<file path="src/rtl/keypad_scanner.sv">
// Row-scanning matrix keypad controller with press/release debounce and a valid/ready event port.
// Define KEYPAD_SYNC_EN to pass col through a two-flop synchronizer before the FSM.
module keypad_scanner #(
   parameter int NROWS           = 4,
   parameter int NCOLS           = 4,
   parameter int SETTLE_CYCLES   = 4,
   parameter int DEBOUNCE_CYCLES = 16,
   localparam int CW = ($clog2(NROWS * NCOLS) > 1) ? $clog2(NROWS * NCOLS) : 1
) (
   input  logic             clk,
   input  logic             reset,
   input  logic [NCOLS-1:0] col,
   output logic [NROWS-1:0] row,
   output logic [CW-1:0]    key_code,
   output logic             key_valid,
   input  logic             key_ready,
   output logic             key_held
);

   localparam int RW  = $clog2(NROWS);
   localparam int CLW = $clog2(NCOLS);
   localparam int SW  = $clog2(SETTLE_CYCLES + 1);
   localparam int DW  = $clog2(DEBOUNCE_CYCLES + 1);

   typedef enum logic [1:0] {SCAN, DEBOUNCE, PRESSED, RELEASE} state_t;

   state_t           state, state_nxt;
   logic [RW-1:0]    r, r_nxt, r_inc;
   logic [CLW-1:0]   c, c_nxt, c_low;
   logic [SW-1:0]    settle_cnt, settle_nxt;
   logic [DW-1:0]    deb_cnt, deb_nxt;
   logic [CW-1:0]    code_nxt;
   logic             valid_nxt, held_nxt;
   logic [NCOLS-1:0] col_f;
   logic             col_hit, found;

`ifdef KEYPAD_SYNC_EN
   logic [NCOLS-1:0] col_s1, col_s2;

   always_ff @(posedge clk or negedge reset) begin
      if (!reset) begin
         col_s1 <= '0;
         col_s2 <= '0;
      end else begin
         col_s1 <= col;
         col_s2 <= col_s1;
      end
   end

   assign col_f = col_s2;
`else
   assign col_f = col;
`endif

   always_comb begin
      c_low = '0;
      found = 1'b0;
      for (int unsigned i = 0; i < NCOLS; i++) begin
         if (col_f[i] && !found) begin
            c_low = CLW'(i);
            found = 1'b1;
         end
      end
   end

   // Row drive is a pure decode of r, so it is one-hot even while reset is held.
   always_comb begin
      row    = '0;
      row[r] = 1'b1;
   end

   assign col_hit = col_f[c];
   assign r_inc   = (r == RW'(NROWS - 1)) ? '0 : r + 1'b1;

   always_comb begin
      state_nxt  = state;
      r_nxt      = r;
      c_nxt      = c;
      settle_nxt = settle_cnt;
      deb_nxt    = deb_cnt;
      code_nxt   = key_code;
      held_nxt   = key_held;
      valid_nxt  = key_valid & ~key_ready;
      unique case (state)
         SCAN: begin
            if (settle_cnt == SW'(SETTLE_CYCLES - 1)) begin
               settle_nxt = '0;
               if (|col_f) begin
                  c_nxt     = c_low;
                  deb_nxt   = '0;
                  state_nxt = DEBOUNCE;
               end else begin
                  r_nxt = r_inc;
               end
            end else begin
               settle_nxt = settle_cnt + 1'b1;
            end
         end
         DEBOUNCE: begin
            if (!col_hit) begin
               deb_nxt   = '0;
               state_nxt = SCAN;
            end else if (deb_cnt == DW'(DEBOUNCE_CYCLES - 1)) begin
               deb_nxt   = '0;
               state_nxt = PRESSED;
               code_nxt  = CW'(int'(r) * NCOLS + int'(c));
               valid_nxt = 1'b1;
               held_nxt  = 1'b1;
            end else begin
               deb_nxt = deb_cnt + 1'b1;
            end
         end
         PRESSED: begin
            if (!col_hit) begin
               deb_nxt   = '0;
               state_nxt = RELEASE;
            end
         end
         RELEASE: begin
            // A saturated count means the release is already debounced; only the
            // pending event can still hold the scanner on this row.
            if (deb_cnt == DW'(DEBOUNCE_CYCLES)) begin
               if (!key_valid) begin
                  deb_nxt   = '0;
                  r_nxt     = r_inc;
                  state_nxt = SCAN;
               end
            end else if (col_hit) begin
               deb_nxt   = '0;
               state_nxt = PRESSED;
            end else if (deb_cnt == DW'(DEBOUNCE_CYCLES - 1)) begin
               held_nxt = 1'b0;
               if (!key_valid) begin
                  deb_nxt   = '0;
                  r_nxt     = r_inc;
                  state_nxt = SCAN;
               end else begin
                  deb_nxt = DW'(DEBOUNCE_CYCLES);
               end
            end else begin
               deb_nxt = deb_cnt + 1'b1;
            end
         end
         default: state_nxt = SCAN;
      endcase
   end

   always_ff @(posedge clk or negedge reset) begin
      if (!reset) begin
         state      <= SCAN;
         r          <= '0;
         c          <= '0;
         settle_cnt <= '0;
         deb_cnt    <= '0;
         key_code   <= '0;
         key_valid  <= 1'b0;
         key_held   <= 1'b0;
      end else begin
         state      <= state_nxt;
         r          <= r_nxt;
         c          <= c_nxt;
         settle_cnt <= settle_nxt;
         deb_cnt    <= deb_nxt;
         key_code   <= code_nxt;
         key_valid  <= valid_nxt;
         key_held   <= held_nxt;
      end
   end

endmodule
</file>
<file path="config.mk">
export PLATFORM = sky130hd
export DESIGN_NAME = keypad_scanner
export DESIGN_NICKNAME = d
export VERILOG_FILES = /design/src/rtl/keypad_scanner.sv
export SDC_FILE = /design/constraint.sdc
export NUM_CORES = 1
export LEC_CHECK = 0
export CAP_MARGIN = 5
export CORE_ASPECT_RATIO = 1.1
export CORE_MARGIN = 3
export CORE_UTILIZATION = 55
export CTS_BUF_LIST = sky130_fd_sc_hd__clkbuf_16
export CTS_CLUSTER_DIAMETER = 200
export DETAILED_ROUTE_END_ITERATION = 8
export PLACE_DENSITY_LB_ADDON = 0.05
export SYNTH_ARGS = -nofsm -noshare
export SYNTH_HDL_FRONTEND = slang
export SYNTH_SLANG_ARGS = --single-unit
</file>
<file path="constraint.sdc">
create_clock -name clk -period 5.2 [get_ports clk]
set_input_delay 1.04 -clock clk [delete_from_list [all_inputs] [get_ports clk]]
set_output_delay 1.04 -clock clk [all_outputs]
set_load 0.05 [all_outputs]
</file>
==> reports/metrics.csv <==
metric,value,unit
status,"complete, no violations",
r2r_slack,3330,ps
leakagePower,0.621,nW
r2r-start,deb_cnt[0]$_DFFE_PN0P_,
fillers,137,
max_stage_delay,800,ps
post-cts-setup-buffers,0,
dr.pass1.iters,4,
synth_ff_type,dfrtp_1,
use_met1,24.2,%
grt_max_degree,21,
use_met3,4.36,%
setup_tns,0,ps
critPathArrivalTime,1740,ps
maxCapViolations,0,
cts-resized-gates,0,
gp_congestion,0.762,
cp_top_family,buffers and inverters,
ys_seq_elements,20,
clock_latency,250,ps
worstSetupStartpointType,flop,
dieWidth,50.0,microns
root_buffer,clkbuf_16,
min_from,key_code[3]$_DFFE_PN0P_,
antenna_found_initial,0,
maxSlewHeadroom,43.2,%
period_needed,2780,ps
clock-sinks,20,
setup_viol,0,
drc_errors,0,
place_area,1350,sq um
setup_ws,2420,ps
worst-path-max-fanout,6,
fmax,0.360,GHz
fin_hold_ws,510,ps
holdCritPathClass,reg2reg,
drv_slew,0,
wirelength,2320,microns
vias,906,
num_rows,16,
end_kind,output port,
cp.depth,3,
grt.busiest_layer,met2,
yosys_warnings,0,
grtUsageMet2,33.3,%
whs_endpoint,key_code[3]$_DFFE_PN0P_,
required,4160,ps
drive_above_1_share,15.6,%
fin_cells,155,
viasPerCell,5.85,
synth-edff-count,0,
crit_path_top_delay_cell,clkdlybuf4s50_1,
place_inst,152,
synth-async-reset-ratio,100,%
grt_pass1_vias,915,
hpwl,1640,microns
synth_area,1170,sq um
cellPowerDensity,434,nW/um^2
grt-ovfl-total,0,
cts_buffers,3,
syn_nets,126,
rr_worst_depth,6,
syn_area_per_cell,10.5,sq um
layout_commonest_cell,dfrtp_1,
syn_inst,112,
hold_buffers,0,
hold_depth,1,
grt_pass1_wl,3970,microns
period_share,53.4,%
num-nets-final,144,
crit_chain,inv_1 -> ha_1 -> clkdlybuf4s50_1,
rsz0062_at_grt,false,
r2r-end,r[1]$_DFFE_PN0P_,
finClkSkew,2.83,ps
seqCellArea,500,sq um
worstMarginPinSlew,849,ps
grt_usage,19.3,%
clk_path_buf_depth,2,
die_h,54.4,microns
dp_slack,2350,ps
core-area,1900,sq um
multi_input_area,622,sq um
antenna_left,0,
design_area,1420,sq um
htree_levels,1,
initial_core_util,61.6,%
wl_per_cell,15.0,microns
drt_iter0_drc,17,
ios,17,
ys_seq_area_share,42.7,%
numPortBuffers,16,
fp.dieArea,2720,sq um
cts_tree,built,
insertedDiodeCount,0,
yosysUniqueCellTypes,40,
crit_type,reg2out,
area_growth,21.4,%
critPathBufInv,2,
final_cell_mix,"dfrtp_1, clkdlybuf4s50_1, nor2_1",
clk_pin_slew_worst_paths,50,ps
hold_viol,0,
vdd_drop_max,282,uV
==> metrics by stage <==
step           power (mW)  util, %
6_report            0.617     74.7
5_1_grt             0.651     74.7
4_1_cts             0.617     74.7
3_5_place_dp        0.462     70.8
3_3_place_gp        0.453     70.8
2_1_floorplan       0.413        -
==> worst max-delay path by stage <==
| stage | startpoint | to |
|---|---|---|
| finish | r[0]$_DFFE_PN0P_ | row[2] |
| global route | r[1]$_DFFE_PN0P_ | row[1] |
| CTS | r[0]$_DFFE_PN0P_ | row[2] |
| detailed placement | col[3] | key_code[0]$_DFFE_PN0P_ |
| global placement | col[3] | key_code[1]$_DFFE_PN0P_ |
| floorplan | col[3] | key_code[0]$_DFFE_PN0P_ |
==> final cells by class <==
cell class | instances | area share [%]
clock buffer | 3 | 5.28
inverter | 8 | 2.11
multi-input combinational | 81 | 43.8
sequential | 20 | 35.2
tap | 27 | 2.38
timing repair buffer | 16 | 11.3
==> per-layer routing <==
metal  routed length, microns  vias to the layer above
met5                        0                        -
met4                       24                        0
met3                       94                        4
met2                     1120                       17
met1                     1080                      450
li1                         -                      435
==> state kept, by name (all words and copies together) (netlist names) <==
name        cells
settle_cnt      3
state           2
key_code        4
key_held        1
c               2
r               2
deb_cnt         5
key_valid       1
==> Yosys cell counts (all sizes together) (2+ instances only) <==
cell type,count,area (sq um)
a21oi,4,20.0
a22o,3,26.3
a22oi,2,20.0
clkbuf,2,7.51
dfrtp,20,500
ha,7,87.6
inv,8,30.0
mux2,7,78.8
nand2,8,30.0
nand2b,3,18.8
nand3,4,37.5
nor2,10,37.5
o21a,2,15.0
o21ai,11,70.1
or2,3,18.8
==> where the power goes <==
group	internal, mW	switching, mW	total [mW]
combinational	0.0989	0.135	0.233
clock	0.101	0.0540	0.155
sequential	0.187	0.0405	0.228
==> worst reg2reg max path, stage by stage, from the launching register on <==
cell      delay, ps
dfrtp_1         420
inv_1            60
ha_1            210
and4bb_2        270
or2_1           280
o21ai_2         180
mux2_2          340
==> cells by family after synthesis <==
family                   after synthesis  share of synthesized area, %
AND/OR/NAND/NOR                       37                          18.4
AO/OA/AOI/OAI                         28                          17.7
flip-flops                            20                          42.7
buffers and inverters                 11                          4.17
multiplexers                           9                          9.51
adder cells (fa/ha/maj)                7                          7.48
Note: power is estimated with default switching activity, not from simulation.
